File: config.mk
export PLATFORM = sky130hd
export DESIGN_NAME = mem_bus_arbiter
export DESIGN_NICKNAME = d
export VERILOG_FILES = /design/src/rtl/mem_bus_arbiter.sv
export SDC_FILE = /design/constraint.sdc
export NUM_CORES = 1
export LEC_CHECK = 0
export ABC_AREA = 0
export BUFFER_PORTS_ARGS = -buffer_cell sky130_fd_sc_hd__buf_2
export CORE_AREA = 2 2 107 109
export DETAILED_ROUTE_END_ITERATION = 8
export DIE_AREA = 0 0 109 111
export PLACE_DENSITY = 0.77
export SETUP_SLACK_MARGIN = 0.02
export SKIP_LAST_GASP = 1
export SYNTH_ARGS = -nofsm -noshare
export SYNTH_HDL_FRONTEND = slang
export SYNTH_SLANG_ARGS = --single-unit
File: constraint.sdc
create_clock -name clk -period 6.7 [get_ports clk]
set_clock_uncertainty 0.05 [all_clocks]
set_input_delay 0.67 -clock clk [delete_from_list [all_inputs] [get_ports clk]]
set_output_delay 0.67 -clock clk [all_outputs]
set_load 0.05 [all_outputs]
File: src/rtl/mem_bus_arbiter.sv
// mem_bus_arbiter: shares one external memory port between fetch and load/store.
// One transaction in flight; D-side wins ties unless the I-side has starved.
//
// Ports:
//   clk, rst             core clock, asynchronous active-high reset
//   Ifu_Req/Addr/Kill    fetch request (word read) and fetch redirect
//   Ifu_Ack/Instr        one-cycle fetch response
//   Icache_StallReq      fetch side waiting
//   Mem_Req/Rd/Width/Addr/WrData  load/store request
//   Mem_Ack/RdData       one-cycle load/store completion
//   Dcache_StallReq      load/store side waiting
//   Bus_Valid/Rd/Width/Addr/WrData  registered bus request
//   Bus_Ready            bus accepts the request
//   Bus_RespValid/RdData bus response

module mem_bus_arbiter #(
    parameter int STARVE_LIMIT = 4,
    parameter int ADDR_WIDTH   = 32,
    parameter int DATA_WIDTH   = 32
) (
    input  logic                  clk,
    input  logic                  rst,

    input  logic                  Ifu_Req,
    input  logic [ADDR_WIDTH-1:0] Ifu_Addr,
    input  logic                  Ifu_Kill,
    output logic                  Ifu_Ack,
    output logic [DATA_WIDTH-1:0] Ifu_Instr,
    output logic                  Icache_StallReq,

    input  logic                  Mem_Req,
    input  logic                  Mem_Rd,
    input  logic [1:0]            Mem_Width,
    input  logic [ADDR_WIDTH-1:0] Mem_Addr,
    input  logic [DATA_WIDTH-1:0] Mem_WrData,
    output logic                  Mem_Ack,
    output logic [DATA_WIDTH-1:0] Mem_RdData,
    output logic                  Dcache_StallReq,

    output logic                  Bus_Valid,
    output logic                  Bus_Rd,
    output logic [1:0]            Bus_Width,
    output logic [ADDR_WIDTH-1:0] Bus_Addr,
    output logic [DATA_WIDTH-1:0] Bus_WrData,
    input  logic                  Bus_Ready,
    input  logic                  Bus_RespValid,
    input  logic [DATA_WIDTH-1:0] Bus_RdData
);

    typedef enum logic [2:0] {
        IDLE,
        REQ_I,
        REQ_D,
        WAIT_I,
        WAIT_D
    } state_e;

    localparam logic [3:0] LIMIT = 4'(STARVE_LIMIT);

    state_e                state_q, state_d;
    logic [3:0]            starve_q, starve_d;
    logic                  drop_q, drop_d;
    logic                  valid_q, valid_d;
    logic                  rd_q, rd_d;
    logic [1:0]            width_q, width_d;
    logic [ADDR_WIDTH-1:0] addr_q, addr_d;
    logic [DATA_WIDTH-1:0] wdata_q, wdata_d;

    logic i_ok;
    logic pick_i;
    logic pick_d;

    // A fetch killed in the same cycle it would be granted is not worth
    // starting; the D side may still take the bus.
    assign i_ok   = Ifu_Req && !Ifu_Kill;
    assign pick_i = i_ok && (!Mem_Req || starve_q == LIMIT);
    assign pick_d = Mem_Req && !pick_i;

    always_comb begin
        state_d  = state_q;
        starve_d = starve_q;
        drop_d   = drop_q;
        valid_d  = valid_q;
        rd_d     = rd_q;
        width_d  = width_q;
        addr_d   = addr_q;
        wdata_d  = wdata_q;

        unique case (state_q)
            IDLE: begin
                drop_d = 1'b0;
                if (!Ifu_Req) begin
                    starve_d = 4'd0;
                end
                unique case (1'b1)
                    pick_i: begin
                        state_d  = REQ_I;
                        valid_d  = 1'b1;
                        rd_d     = 1'b1;
                        width_d  = 2'd2;
                        addr_d   = Ifu_Addr;
                        wdata_d  = '0;
                        starve_d = 4'd0;
                    end
                    pick_d: begin
                        state_d = REQ_D;
                        valid_d = 1'b1;
                        rd_d    = Mem_Rd;
                        width_d = Mem_Width;
                        addr_d  = Mem_Addr;
                        wdata_d = Mem_WrData;
                        // Only D grants that overtake a waiting fetch count.
                        if (Ifu_Req && starve_q != LIMIT) begin
                            starve_d = starve_q + 4'd1;
                        end
                    end
                    default: ;
                endcase
            end
            REQ_I: begin
                // The request is already on the bus and cannot be
                // withdrawn; remember to swallow its response instead.
                if (Ifu_Kill) begin
                    drop_d = 1'b1;
                end
                if (Bus_Ready) begin
                    state_d = WAIT_I;
                    valid_d = 1'b0;
                end
            end
            REQ_D: begin
                if (Bus_Ready) begin
                    state_d = WAIT_D;
                    valid_d = 1'b0;
                end
            end
            WAIT_I: begin
                if (Ifu_Kill) begin
                    drop_d = 1'b1;
                end
                if (Bus_RespValid) begin
                    state_d = IDLE;
                    drop_d  = 1'b0;
                end
            end
            WAIT_D: begin
                if (Bus_RespValid) begin
                    state_d = IDLE;
                    drop_d  = 1'b0;
                end
            end
            default: begin
                state_d = IDLE;
                valid_d = 1'b0;
                drop_d  = 1'b0;
            end
        endcase
    end

    always_ff @(posedge clk or posedge rst) begin
        if (rst) begin
            state_q  <= IDLE;
            starve_q <= 4'd0;
            drop_q   <= 1'b0;
            valid_q  <= 1'b0;
            rd_q     <= 1'b0;
            width_q  <= 2'd0;
            addr_q   <= '0;
            wdata_q  <= '0;
        end else begin
            state_q  <= state_d;
            starve_q <= starve_d;
            drop_q   <= drop_d;
            valid_q  <= valid_d;
            rd_q     <= rd_d;
            width_q  <= width_d;
            addr_q   <= addr_d;
            wdata_q  <= wdata_d;
        end
    end

    // A kill arriving together with the response must also suppress it,
    // so the live Ifu_Kill is folded in alongside the registered flag.
    assign Ifu_Ack = (state_q == WAIT_I) && Bus_RespValid
                   && !drop_q && !Ifu_Kill;
    assign Mem_Ack = (state_q == WAIT_D) && Bus_RespValid;

    assign Ifu_Instr  = Ifu_Ack ? Bus_RdData : '0;
    // Stores complete with no data; rd_q still describes the
    // transaction being acknowledged.
    assign Mem_RdData = (Mem_Ack && rd_q) ? Bus_RdData : '0;

    assign Icache_StallReq = Ifu_Req && !Ifu_Ack;
    assign Dcache_StallReq = Mem_Req && !Mem_Ack;

    assign Bus_Valid  = valid_q;
    assign Bus_Rd     = rd_q;
    assign Bus_Width  = width_q;
    assign Bus_Addr   = addr_q;
    assign Bus_WrData = wdata_q;

endmodule

After elaboration in Yosys (flattened, before gate mapping)
Index checks and enable logic that the tools add are counted.
Widths: inputs -> output; s select.
{ "totals": {"in_bits": 138, "regBits": 76, "wordCells": 72} }
{ "classes": {"n_bitwise": 2, "n_reduce_logical": 27, "n_addsub": 1, "n_eq_ne": 13, "n_mux": 21} }
{ "ops": {"columns": ["cell", "n"], "rows": [
  ["$pmux 32 s2", 2],
  ["$mux 32", 2],
  ["$pmux 3 s4", 1],
  ["$logic_and 1x1->1", 11],
  ["$mux 3", 3],
  ["$mux 4", 2],
  ["$ne 2x2->1 const B", 4],
  ["$pmux 4 s2", 1],
  ["$eq 3x2->1 const B", 2],
  ["$logic_not 1->1", 6],
  ["$pmux 3 s2", 1],
  ["$reduce_or 2->1", 3],
  ["$mux 1", 5],
  ["$add 4x1->4 const B", 1],
  ["$eq 4x3->1 const B", 1],
  ["$ne 2x1->1 const B", 2],
  ["$ne 4x3->1 const B", 1],
  ["$pmux 1 s4", 1],
  ["$pmux 2 s2", 1],
  ["$reduce_and 2->1", 2],
  ["$reduce_and 4->1", 1],
  ["$eq 3x1->1 const B", 1],
  ["$eq 3x3->1 const B", 1],
  ["$logic_not 3->1", 1],
  ["other kinds (7)", 8]
]} }

Longest topological paths before layout
{ "logic_depth": {"ltp_word": 8, "ltp_mapped": 8, "ltp_nobuf": 6} }

Worst setup path after synthesis
Ideal clock, no wire load.
{ "synth_path": {"kind": "in2out", "start": "in Bus_RespValid", "end": "out Ifu_Instr[22]", "slack_ps": 4042, "arrival_time_ps": 1938, "t_required_ps": 5980, "cell_stages": 4, "path_cell_list": "nand2_1 -> nor4b_4 -> buf_2 -> and2_1"} }
{ "synth_between": {"elab_chain_len": 4} }
{ "synth_rtl": {"columns": ["element", "line_no", "rtl"], "rows": [
  ["start, declared", "46", "input logic Bus_RespValid,"],
  ["$logic_and 1x1->1", "184", "assign Ifu_Ack = (state_q == WAIT_I) && Bus_RespValid"],
  ["$logic_and 1x1->1 (2 in a row)", "185", "&& !drop_q && !Ifu_Kill;"],
  ["named net Ifu_Ack", "27", "output logic Ifu_Ack,"],
  ["$mux 32", "188", "assign Ifu_Instr = Ifu_Ack ? Bus_RdData : '0;"],
  ["end, declared", "28", "output logic [DATA_WIDTH-1:0] Ifu_Instr,"]
]} }
The timed path passes the listed nets, and every way through them passes these cells.

Final worst setup path
{ "layout_path": {"start": "reg state_q[1]", "end": "out Ifu_Instr[22]"} }
{ "layout_between": {"elab_chain_len": 5} }
{ "layout_rtl": {"columns": ["element", "line_no", "rtl"], "rows": [
  ["start, declared", "60", "state_e state_q, state_d;"],
  ["start signal, assigned", "171", "state_q <= state_d;"],
  ["$eq 3x2->1", "184", null],
  ["$logic_and 1x1->1", "184", null],
  ["$logic_and 1x1->1 (2 in a row)", "185", null],
  ["$mux 32", "188", null]
]} }
Every way passes these cells.

==> flow_summary.yaml <==
clock_network:
  post_cts_buffers: 0
  cts_hold_buf: 0
  cts_buffer_depth: 2
  clk_pin_slew_ns: 0.06
  htree_levels: 3
  cts_made_buffers: 9
  cts.repair.resized: 0
  cts_sinks: 76
  insertion_delay_ns: 0.33
  cts_tree: "yes"
  clockRootBuffer: "clkbuf_16"
setup_path:
  crit_path_max_fanout: 34
  cp.arrival_ns: 2.62
  cp.required_ns: 5.98
  endpoint_kind: "primary output"
  max_stage_delay_ns: 0.96
  timing.critical_path.buf_inv: 1
  slowest_stage: "nor4b_4"
  critPathTopFamily: "simple AND/OR/NAND/NOR gates"
  crit_type: "reg -> out"
  start_kind: "register"
  cp_cell_sequence: "nand2_1 -> nor4b_4 -> and2_1 -> buf_2"
floorplan:
  core_mm2: 0.0111
  boundaryPins: 274
  die_h_um: 111
  die_area_mm2: 0.0121
  fp-row-count: 39
  start_util: 0.402
  die_w_um: 109
cells_and_area:
  n_antenna_cell: 0
  syn2layout_area_growth_pct: 37.5
  layout-drive-gt1-share: 0.367
  fin_nets: 959
flow_run:
  max_cap_violations: 0
grt:
  grt.overflow.total: 0
  grt_use_total: 0.215
  grt_max_degree: 77
  antenna_found_initial: 0
  grt_pass1_wl_um: 21100
  grt_pass1_vias: 4268
synth:
  yosysSeqAreaShare: 0.427
  ys_warn_count: 0
  netlist_instances: 584
  synth_edf_count: 0
  ys_types: 41
  syn-num-nets: 724
  synthArstFlopShare: 1.00
  synth_seq_cells: 76
  netlist_area_mm2: 0.00445
  ys.flop_type: "dfrtp_1"
  avgSynthCellArea_um2: 7.62
pwr:
  vdd_drop_max_mv: 0.248
  p_per_area_mw_per_mm2: 491
  power.switching_mw: 1.59
  power_frac_seq: 0.267
  p_comb_frac: 0.547
  power_switching_share: 0.527
  internal_power_mw: 1.42
  clockPowerShare: 0.186
  p_leak_nw: 3.31
  power_mw: 3.01
place:
  portBuffers: 273
  gp_congestion: 0.772
  hpwl_um: 9610
  dp_slack_ns: 3.15
timing:
  maxSlewHeadroom: 0.246
  fin_setup_tns_ns: 0
  setup_viol: 0
  drv_slew: 0
  worstMarginPinSlew_ns: 1.13
  hold_violations: 0
  setup_slack_ns: 3.36
  post-route-period-util: 0.499
  rsz0062_at_grt: "no"
  fmax_mhz: 299
  period_needed_ns: 3.34
detailed_routing:
  wire_per_inst_um: 14.0
  viasPerCell: 5.04
  antenna_left: 0
  first_pass_iters: 5
  drc_errors: 0
  totalWireLength_um: 13500
  vias: 4877
  dr.first_iter.drc_count: 354
status:
  status: "complete, no violations"
min_path:
  hp-class: "reg -> reg"
## cells by family after synthesis
kind of cell	synth area share
simple gates	0.296
buf+inv	0.0655
flops	0.427
compound gates	0.201
fa+ha+maj	0.00562
mux	0.00450
## cell type report
type | count | area (um^2)
Tap cell | 143 | 179
Clock inverter | 6 | 111
Sequential cell | 76 | 1900
Inverter | 8 | 31.3
Timing Repair Buffer | 277 | 1400
Multi-Input combinational cell | 447 | 2270
Fill cell | 1082 | 4950
Clock buffer | 10 | 229
## synthesized netlist by cell type (2+ instances only)
cell type / instances / share of area
inv_1: 7 / 0.0059
nor3_1: 2 / 0.0022
mux2i_1: 2 / 0.0045
o211ai_1: 2 / 0.0034
o21ai_0: 5 / 0.0056
nor2b_1: 3 / 0.0042
nand2_1: 106 / 0.089
ha_1: 2 / 0.0056
buf_2: 16 / 0.018
buf_4: 9 / 0.015
buf_1: 3 / 0.0025
nand3b_1: 3 / 0.0051
nor2_1: 104 / 0.088
clkbuf_1: 23 / 0.019
a31oi_1: 64 / 0.090
a21oi_1: 36 / 0.040
and3_1: 34 / 0.048
o21ai_1: 33 / 0.037
o22ai_1: 2 / 0.0028
and2_1: 32 / 0.045
dfrtp_1: 76 / 0.43
## metal layers
metal	up-vias	share of wire	track usage
met5	-	0	0
met4	0	0.0098	0.0538
met3	13	0.075	0.0529
met2	175	0.47	0.328
met1	2238	0.45	0.306
li1	2451	-	-
## power by group through the flow
stage                     combinational [mW]  sequential [mW]  clock, mW
after global routing                    1.78            0.834      0.594
after detailed placement                1.66            0.809          0
final                                   1.65            0.804      0.558
after floorplan                        0.756             1.36          0
after CTS                               1.66            0.804      0.570
after global placement                  1.63            0.808          0
## path summary, 6_finish.rpt
kind / startpoint / slack (ns) / depth (start not counted) / end
worst max-delay path: state_q[1] / 3.36 / 4 / Ifu_Instr[22]
worst min-delay path: Bus_WrData[24] / 0.43 / 2 / Bus_WrData[24]
worst max register to register: state_q[2] / 4.10 / 5 / Bus_WrData[31]
worst min register to register: Bus_WrData[24] / 0.43 / 2 / Bus_WrData[24]
max in group asynchronous: rst / 5.35 / 3 / Bus_WrData[24]
min in group asynchronous: rst / 0.57 / 3 / Bus_WrData[8]
## metrics by stage
step           hold slack [ns]   util  instance area, um^2  instances
6_report                 0.431  0.553                 6120        967
5_1_grt                  0.458  0.553                 6120        967
4_1_cts                  0.434  0.553                 6120        967
3_5_place_dp             0.420  0.522                 5780        951
3_3_place_gp             0.412  0.522                 5780        951
2_1_floorplan            0.430      -                 4450        584
## worst min-delay path, cell delays in order (launching register included)
cell,delay [ns]
dfrtp_1,0.33
nand2_1,0.05
o21ai_1,0.06
## placed cells by master (no fill, tap or decap), types with 2 or more instances in the layout
master / synthesis / final
buf_4: 9 / 4
dfrtp_1: 76 / 76
o21ai_1: 33 / 33
clkinv_2: 0 / 2
and2_1: 32 / 32
a21oi_1: 36 / 36
a31oi_1: 64 / 64
o21ai_0: 5 / 5
and3_1: 34 / 34
nor2b_1: 3 / 2
bufinv_16: 0 / 3
clkbuf_16: 0 / 9
ha_1: 2 / 2
mux2i_1: 2 / 2
nand2_1: 106 / 106
inv_1: 7 / 6
buf_2: 16 / 273
o22ai_1: 2 / 2
nand3b_1: 3 / 3
nor3_1: 2 / 2
nor2_1: 104 / 104
o211ai_1: 2 / 2
## state kept, by name (all words and copies together) (netlist names)
register,flops
Bus_Addr,32
starve_q,4
Bus_Width,2
drop_q,1
Bus_Rd,1
Bus_WrData,32
state_q,3
Bus_Valid,1
Power figures use the tool's default switching activity.
